<file path="src/rtl/voice_pkg.sv">
// Shared definitions for the voice-module UART link (receiver and transmitter).
package voice_pkg;

    localparam logic [7:0] HDR_BYTE  = 8'h7E;
    localparam logic [7:0] TAIL_BYTE = 8'hEF;

    // Response frame parser states, one per expected byte position.
    typedef enum logic [2:0] {
        W_HDR  = 3'd0,
        W_CMD  = 3'd1,
        W_DHI  = 3'd2,
        W_DLO  = 3'd3,
        W_CHK  = 3'd4,
        W_TAIL = 3'd5
    } frame_state_t;

    // Clock cycles per UART bit.
    function automatic int unsigned bit_cyc(input int unsigned clk_hz, input int unsigned baud);
        return clk_hz / baud;
    endfunction

    // Frame checksum: 8-bit wrapping sum of the payload bytes.
    function automatic logic [7:0] frame_sum(input logic [7:0] cmd, input logic [7:0] dhi,
                                             input logic [7:0] dlo);
        return cmd + dhi + dlo;
    endfunction

endpackage

</file>
<file path="src/rtl/voice_uart_rx_byte.sv">
// 8N1 byte receiver: input synchroniser, start-edge detect and bit-level FSM.
// byte_ok / byte_bad are asserted in the stop-bit sample cycle.
module voice_uart_rx_byte
    import voice_pkg::*;
#(
    parameter int unsigned CLK_HZ = 50_000_000,
    parameter int unsigned BAUD   = 9600
) (
    input  logic       clk,
    input  logic       rst_n,
    input  logic       rx,
    output logic       byte_ok,
    output logic       byte_bad,
    output logic [7:0] byte_data
);

    localparam int unsigned BIT_CYC = bit_cyc(CLK_HZ, BAUD);
    localparam int unsigned HALF    = BIT_CYC / 2;
    localparam int unsigned CNT_W   = $clog2(BIT_CYC + 1);

    localparam logic [CNT_W-1:0] LAST_FULL = CNT_W'(BIT_CYC - 1);
    localparam logic [CNT_W-1:0] LAST_HALF = CNT_W'(HALF - 1);

    localparam logic [1:0] S_IDLE  = 2'd0;
    localparam logic [1:0] S_START = 2'd1;
    localparam logic [1:0] S_DATA  = 2'd2;
    localparam logic [1:0] S_STOP  = 2'd3;

    logic             rx_meta;
    logic             rx_sync;
    logic             rx_prev;
    logic [1:0]       state;
    logic [CNT_W-1:0] cnt;
    logic [2:0]       bit_idx;
    logic [7:0]       shift;
    logic             stop_sample;

    // Two-flop synchroniser plus one delayed copy for falling-edge detection.
    // NOTE: these preset to 1 (idle line) so reset release never looks like a start edge.
    always_ff @(posedge clk or negedge rst_n) begin
        if (!rst_n) begin
            rx_meta <= 1'b1;
            rx_sync <= 1'b1;
            rx_prev <= 1'b1;
        end else begin
            // NOTE: non-blocking assignments make each flop take the previous stage's old value.
            rx_meta <= rx;
            rx_sync <= rx_meta;
            rx_prev <= rx_sync;
        end
    end

    // Bit-level FSM: start validation at mid-bit, then one sample per bit time.
    always_ff @(posedge clk or negedge rst_n) begin
        if (!rst_n) begin
            state   <= S_IDLE;
            cnt     <= '0;
            bit_idx <= '0;
            shift   <= '0;
        end else begin
            case (state)
                S_IDLE: begin
                    cnt <= '0;
                    if (rx_prev && !rx_sync) state <= S_START;
                end
                S_START: begin
                    if (cnt == LAST_HALF) begin
                        cnt     <= '0;
                        bit_idx <= '0;
                        state   <= rx_sync ? S_IDLE : S_DATA;
                    end else begin
                        cnt <= cnt + 1'b1;
                    end
                end
                S_DATA: begin
                    if (cnt == LAST_FULL) begin
                        cnt     <= '0;
                        shift   <= {rx_sync, shift[7:1]};
                        bit_idx <= bit_idx + 1'b1;
                        if (bit_idx == 3'd7) state <= S_STOP;
                    end else begin
                        cnt <= cnt + 1'b1;
                    end
                end
                S_STOP: begin
                    if (cnt == LAST_FULL) begin
                        cnt   <= '0;
                        state <= S_IDLE;
                    end else begin
                        cnt <= cnt + 1'b1;
                    end
                end
                default: state <= S_IDLE;
            endcase
        end
    end

    assign stop_sample = (state == S_STOP) && (cnt == LAST_FULL);
    assign byte_ok     = stop_sample &&  rx_sync;
    assign byte_bad    = stop_sample && !rx_sync;
    assign byte_data   = shift;

endmodule

</file>
<file path="src/rtl/voice_resp_rx.sv">
// Voice-module response receiver: parses 7E CMD DHI DLO CHK EF frames from the
// voice chip's TX line and strobes each validated response to the control logic.
module voice_resp_rx
    import voice_pkg::*;
#(
    parameter int unsigned CLK_HZ  = 50_000_000,
    parameter int unsigned BAUD    = 9600,
    parameter logic [7:0]  HDR     = HDR_BYTE,
    parameter logic [7:0]  TAIL    = TAIL_BYTE,
    parameter int unsigned TO_BITS = 20
) (
    input  logic        clk,
    input  logic        rst_n,
    input  logic        uart_rx,
    output logic        resp_valid,
    output logic [7:0]  resp_cmd,
    output logic [15:0] resp_data,
    output logic        frame_err,
    output logic        busy
);

    localparam int unsigned BIT_CYC = bit_cyc(CLK_HZ, BAUD);
    localparam int unsigned TO_CYC  = TO_BITS * BIT_CYC;
    localparam int unsigned TO_W    = $clog2(TO_CYC + 1);

    localparam logic [TO_W-1:0] TO_LAST = TO_W'(TO_CYC - 1);

    logic            byte_ok;
    logic            byte_bad;
    logic [7:0]      byte_data;

    frame_state_t    state;
    logic [7:0]      cmd_q;
    logic [7:0]      dhi_q;
    logic [7:0]      dlo_q;
    logic [7:0]      chk_q;
    logic [TO_W-1:0] to_cnt;
    logic            sum_ok;

    voice_uart_rx_byte #(
        .CLK_HZ (CLK_HZ),
        .BAUD   (BAUD)
    ) u_byte (
        .clk       (clk),
        .rst_n     (rst_n),
        .rx        (uart_rx),
        .byte_ok   (byte_ok),
        .byte_bad  (byte_bad),
        .byte_data (byte_data)
    );

    assign sum_ok = (frame_sum(cmd_q, dhi_q, dlo_q) == chk_q);
    assign busy   = (state != W_HDR);

    // Inter-byte timeout: runs only inside a frame, reloads on every good byte.
    always_ff @(posedge clk or negedge rst_n) begin
        if (!rst_n) begin
            to_cnt <= '0;
        end else if (state == W_HDR || byte_ok) begin
            to_cnt <= '0;
        end else begin
            to_cnt <= to_cnt + 1'b1;
        end
    end

    // Frame FSM: collect payload into shadows, validate on the tail byte.
    always_ff @(posedge clk or negedge rst_n) begin
        if (!rst_n) begin
            // NOTE: shadow registers are reset as well, so a partial frame never leaks after reset.
            state      <= W_HDR;
            cmd_q      <= '0;
            dhi_q      <= '0;
            dlo_q      <= '0;
            chk_q      <= '0;
            resp_valid <= 1'b0;
            frame_err  <= 1'b0;
            resp_cmd   <= '0;
            resp_data  <= '0;
        end else begin
            resp_valid <= 1'b0;
            frame_err  <= 1'b0;
            if (state == W_HDR) begin
                if (byte_ok && byte_data == HDR) state <= W_CMD;
            end else if (byte_ok) begin
                // A good byte always takes priority over a coincident timeout.
                case (state)
                    W_CMD: begin
                        cmd_q <= byte_data;
                        state <= W_DHI;
                    end
                    W_DHI: begin
                        dhi_q <= byte_data;
                        state <= W_DLO;
                    end
                    W_DLO: begin
                        dlo_q <= byte_data;
                        state <= W_CHK;
                    end
                    W_CHK: begin
                        chk_q <= byte_data;
                        state <= W_TAIL;
                    end
                    W_TAIL: begin
                        if (byte_data == TAIL && sum_ok) begin
                            resp_valid <= 1'b1;
                            resp_cmd   <= cmd_q;
                            resp_data  <= {dhi_q, dlo_q};
                        end else begin
                            frame_err <= 1'b1;
                        end
                        state <= W_HDR;
                    end
                    default: state <= W_HDR;
                endcase
            end else if (byte_bad || to_cnt == TO_LAST) begin
                frame_err <= 1'b1;
                state     <= W_HDR;
            end
        end
    end

endmodule

</file>
<file path="config.mk">
export PLATFORM = sky130hd
export DESIGN_NAME = voice_resp_rx
export DESIGN_NICKNAME = d
export VERILOG_FILES = /design/src/rtl/voice_pkg.sv /design/src/rtl/voice_uart_rx_byte.sv /design/src/rtl/voice_resp_rx.sv
export SDC_FILE = /design/constraint.sdc
export NUM_CORES = 1
export LEC_CHECK = 0
export ABC_AREA = 1
export CORE_AREA = 2 2 133 168
export CTS_BUF_LIST = sky130_fd_sc_hd__clkbuf_4 sky130_fd_sc_hd__clkbuf_8 sky130_fd_sc_hd__clkbuf_16
export DETAILED_ROUTE_END_ITERATION = 10
export DIE_AREA = 0 0 135 170
export PLACE_DENSITY = 0.48
export REMOVE_ABC_BUFFERS = 1
export SLEW_MARGIN = 20
export SYNTH_ARGS = -nofsm -noshare
export SYNTH_HDL_FRONTEND = slang
export SYNTH_SLANG_ARGS = --single-unit
</file>
<file path="constraint.sdc">
create_clock -name clk -period 3.8 [get_ports clk]
set_clock_uncertainty 0.2 [all_clocks]
set_input_delay 0.76 -clock clk [delete_from_list [all_inputs] [get_ports clk]]
set_output_delay 0.76 -clock clk [all_outputs]
set_load 0.01 [all_outputs]
</file>
## Word level (Yosys, flattened, before mapping)

Index checks and enable logic that the tools add are counted.

- Reduce and logical (&&, ||, !) cells: 24
- Equality and inequality tests: 21
- Add/subtract/negate cells: 5
- Muxes and demuxes: 28
- Bitwise gates (word level): 1

Operator list:

| cell | count |
|---|---|
| $pmux 13 s3 | 1 |
| $mux 13 | 2 |
| $mux 3 | 6 |
| $add 17x1->17 const B | 1 |
| $eq 17x17->1 const B | 1 |
| $mux 17 | 1 |
| $add 8x8->8 | 2 |
| $reduce_and 3->1 | 5 |
| $add 13x1->13 const B | 1 |
| $eq 13x12->1 const B | 1 |
| $eq 13x13->1 const B | 1 |
| $mux 2 | 6 |
| $ne 2x1->1 const B | 6 |
| $pmux 3 s4 | 1 |
| $eq 3x3->1 const B | 3 |
| $mux 1 | 9 |
| $eq 8x7->1 const B | 1 |
| $eq 8x8->1 | 1 |
| $eq 8x8->1 const B | 1 |
| $pmux 2 s4 | 1 |
| $eq 3x2->1 const B | 2 |
| $logic_and 1x1->1 | 6 |
| $pmux 3 s2 | 1 |
| $reduce_bool 3->1 | 2 |
| other kinds (14) | 17 |

- Register bits after elaboration: 107
- Output and inout port bits: 27

## Depth between registers and ports, before layout

- Depth in word-level cells: 8
- Depth in mapped cells: 17

## By module

A second synthesis with hierarchy kept.

- Cells, all modules: 652
- Area total of the unflattened synthesis: 5456.5 um^2

Modules (own cells, without submodules):

| module | instances | area an instance (um^2) | seq. area each (um^2) | cells an instance |
|---|---|---|---|---|
| voice_resp_rx | 1 | 3987.6 | 1951.9 | 475 |
| voice_uart_rx_byte | 1 | 1468.9 | 729.4 | 177 |

## Worst setup path after synthesis

No wires, ideal clock.

- Kind: reg-to-reg
- From: register cmd_q[1]
- To: register resp_data[12]
- Stages on the path, launching flop included: 13
- Buffers on the path: 1
- Setup slack: 0.892 ns
- Library setup time: 0.117 ns
- Arrival: 2.591 ns
- Period minus slack after synthesis: 2.908 ns
- Path through: dfrtp_1 fa_1 ha_1 fa_1 xnor2_1 nand3_1 nor2_1 nand3_1 nor2_2 nand3_2 buf_2 nand2_1 nand2_1

- Longest elaborated chain between the ends: 5

RTL lines:

| element | RTL line | text |
|---|---|---|
| from (decl) | voice_resp_rx.sv:33 | `logic [7:0] cmd_q;` |
| from (signal assigned) | voice_resp_rx.sv:88 | `cmd_q <= byte_data;` |
| $add 8x8->8 (2 in series) | voice_pkg.sv:25 | `return cmd + dhi + dlo;` |
| $eq 8x8->1 | voice_resp_rx.sv:52 | `assign sum_ok = (frame_sum(cmd_q, dhi_q, dlo_q) == chk_q);` |
| $logic_and 1x1->1 | voice_resp_rx.sv:104 | `if (byte_data == TAIL && sum_ok) begin` |
| $reduce_and 4->1 (no source line) | -- |  |
| to (signal assigned) | voice_resp_rx.sv:107 | `resp_data <= {dhi_q, dlo_q};` |
| to (decl) | voice_resp_rx.sv:17 | `output logic [15:0] resp_data,` |

Every way passes these cells.
A chain may end at the register's enable or synchronous reset.

## Worst setup path in the final report

- From: register cmd_q[1]
- To: register resp_data[10]

The elaborated chain is that of the path after synthesis.

==> results.toml <==
[clock_network]
cts_setup_buffers = 0
tritoncts = "built"
cts_resized = 0
cts-root-buf = "clkbuf_16"
clock_path_buffers = 2
postCtsHoldBufs = 0
clk_latency_ns = 0.35
h-tree-depth = 3
clk_pin_slew_worst_paths_ns = 0.07
cts.sinks = 107
cts-buffers-inserted = 9

[cells_and_area]
antennaDiodeCount = 0
finalNetCount = 682
area_growth_pct = 17.2
drive_gt1_share_pct = 4.98

[yosys]
synth_top_area_share_pct = 49.3
synth_top_cell_by_area = "dfrtp_1"
synth_edf_count = 0
syn_avg_cell_area_sq_um = 8.40
yosysSeqAreaShare_pct = 50.8
yosysMostFrequentCell = "nand2_1"
synth_common_cells = "181 x nand2_1, 104 x dfrtp_1, 75 x inv_1"
ys_types = 26
yosys_warnings = 0
ys_top_cells_by_area = "dfrtp_1 49%, nand2_1 13%, inv_1 5.3%"
syn_inst = 628
netlist_area_sq_um = 5280
ys.flop_type = "dfrtp_1"
ys_ff_latch = 107
async_flop_share_pct = 100

[critical_path]
endpoint_kind = "flip-flop"
crit_buf_inv = 2
slowest_delay_ns = 0.49
required_ns = 3.84
worst_path_most_repeated_cell = "nand2_1"
worstSetupStartpointType = "flip-flop"
slowest_stage = "fa_1"
critPathMaxFanout = 25
cp_data_arrival_time_ns = 3.20
path_class = "flip-flop to flip-flop"
path_cells = "fa_1 -> ha_1 -> fa_1 -> inv_1 -> nor3_1 -> nor2_1 -> inv_1 -> nand2_1 -> nand2_1 -> nor2_2 -> nand3_2 -> nand2_1 -> nand2_1"
critPathTopFamily = "simple AND/OR/NAND/NOR gates"

[grt]
grt_max_degree = 67
gr-total-overflow = 0
grt_pass1_wl_mm = 20.1
grt_antenna_before_repair = 0
grt.total_usage_pct = 11.0
grt_pass1_vias = 4065

[sta]
hold_violations = 0
max_freq_ghz = 0.317
rsz0062_at_grt = "no"
fin_crit_sh_pct = 83.1
timing.hold.ws_ns = 0.158
final.min_clock_period_ns = 3.16
setup_viol = 0
tightest_slew_ns = 0.867
tns_ns = 0
relSlewSlack_pct = 42.2
slew_violations = 0

[job]
cap_viol_max_count = 0

[drt]
wl_per_cell_um = 12.3
via_count = 4059
drcViolationCount = 0
viasPerCell = 4.31
drtIter0Drc = 174
drt-pass1-iter-count = 4
drt.antenna.violating_nets = 0
totalWireLength_mm = 11.6

[place]
dp_hpwl_mm = 7.80
gp_congestion = 0.758
place.port_buffers = 29

[floorplan]
initial_utilization_pct = 24.8
die_w_um = 135
rows = 60
die_y_um = 170
die_area_sq_um = 23000
ios = 30
core_sq_um = 21300

[power_and_ir_drop]
leakage_uw = 0.00291
clkPwrFrac_pct = 40.2
p_sw_share_pct = 26.0
power_density_nw_per_um2 = 384
p_seq_share_pct = 50.4
pwr-share-comb_pct = 9.4
power_switching_uw = 617
internal_power_uw = 1760
ir_worst_vdd_mv = 0.216

[min_path]
hold_class = "flip-flop to flip-flop"

[status]
outcome = "finished clean"
==> layout by cell type, fill, tap and decap left out <==
cell type / n
a21oi_1: 17
a31oi_1: 1
buf_12: 1
buf_4: 5
bufinv_16: 1
clkbuf_16: 9
clkbuf_4: 1
clkdlybuf4s50_1: 28
clkinv_2: 2
clkinvlp_4: 2
dfrtp_1: 104
dfstp_2: 3
fa_1: 8
ha_1: 14
inv_1: 75
inv_2: 1
inv_6: 1
nand2_1: 181
nand3_1: 21
nand3_2: 3
nand4_1: 31
nor2_1: 53
nor2_2: 2
nor3_1: 19
nor3_4: 1
nor3b_1: 2
nor4_1: 3
o211ai_1: 1
o21ai_0: 51
o21ai_1: 3
xnor2_1: 7
xor2_1: 10
xor2_2: 1
==> metal layers <==
layer  global-route usage (%)  wire (um)
met5                        0          0
met4                     4.98        268
met3                     1.85        322
met2                     18.1       5650
met1                     14.0       5340
==> worst paths after layout <==
check	start	to	slack, ns	depth (start not counted)
max	cmd_q[1]	resp_data[10]	0.64	13
min	u_byte.rx_meta	u_byte.rx_sync	0.16	0
max reg2reg	cmd_q[1]	resp_data[10]	0.64	13
min reg2reg	u_byte.rx_meta	u_byte.rx_sync	0.16	0
max in group asynchronous	rst_n	u_byte.rx_meta	2.29	2
min in group asynchronous	rst_n	resp_data[2]	0.33	1
==> logic make-up after synthesis <==
family	Yosys count	share of synthesized area, %
xor gates and xnor gates	18	3.13
DFF	107	50.8
adders and majority gates	22	6.35
AOI/OAI and AO/OA	73	6.99
and+or+nand+nor	316	25.9
buffers and inverters	92	6.85
==> power groups by stage <==
| stage | Clock, uW | Combinational [uW] | Sequential, uW |
|---|---|---|---|
| 2_1_floorplan | 0 | 150 | 1210 |
| 3_3_place_gp | 0 | 230 | 1220 |
| 3_5_place_dp | 0 | 232 | 1220 |
| 4_1_cts | 991 | 233 | 1200 |
| 5_1_grt | 1030 | 272 | 1200 |
| 6_report | 956 | 223 | 1200 |
==> metrics by stage <==
stage | instance area (sq um) | setup slack, ns | power [uW] | utilization (%) | cells
2_1_floorplan | 5200 | 0.364 | 1360 | - | 612
3_3_place_gp | 5890 | 0.647 | 1450 | 27.6 | 925
3_5_place_dp | 5890 | 0.570 | 1450 | 27.6 | 925
4_1_cts | 6180 | 0.567 | 2420 | 29.0 | 941
5_1_grt | 6180 | 0.343 | 2500 | 29.0 | 941
6_report | 6180 | 0.643 | 2380 | 29.0 | 941
==> sequential cells by signal (all words and copies together) (netlist names), 8 cells and up, named ones only <==
signal,count
dhi_q,8
to_cnt,17
resp_data,16
dlo_q,8
u_byte.cnt,13
cmd_q,8
u_byte.byte_data,8
chk_q,8
resp_cmd,8
==> area by class of cell <==
type,instances,area (sq um)
clock inverters,6,63.8
well taps,279,349
multi-input cells,429,2230
repair buffers,34,338
inverters,76,285
flip-flops and latches,107,2680
clock buffers,10,233
fillers,2348,15100
No activity file was read; power rests on OpenSTA's default activity.
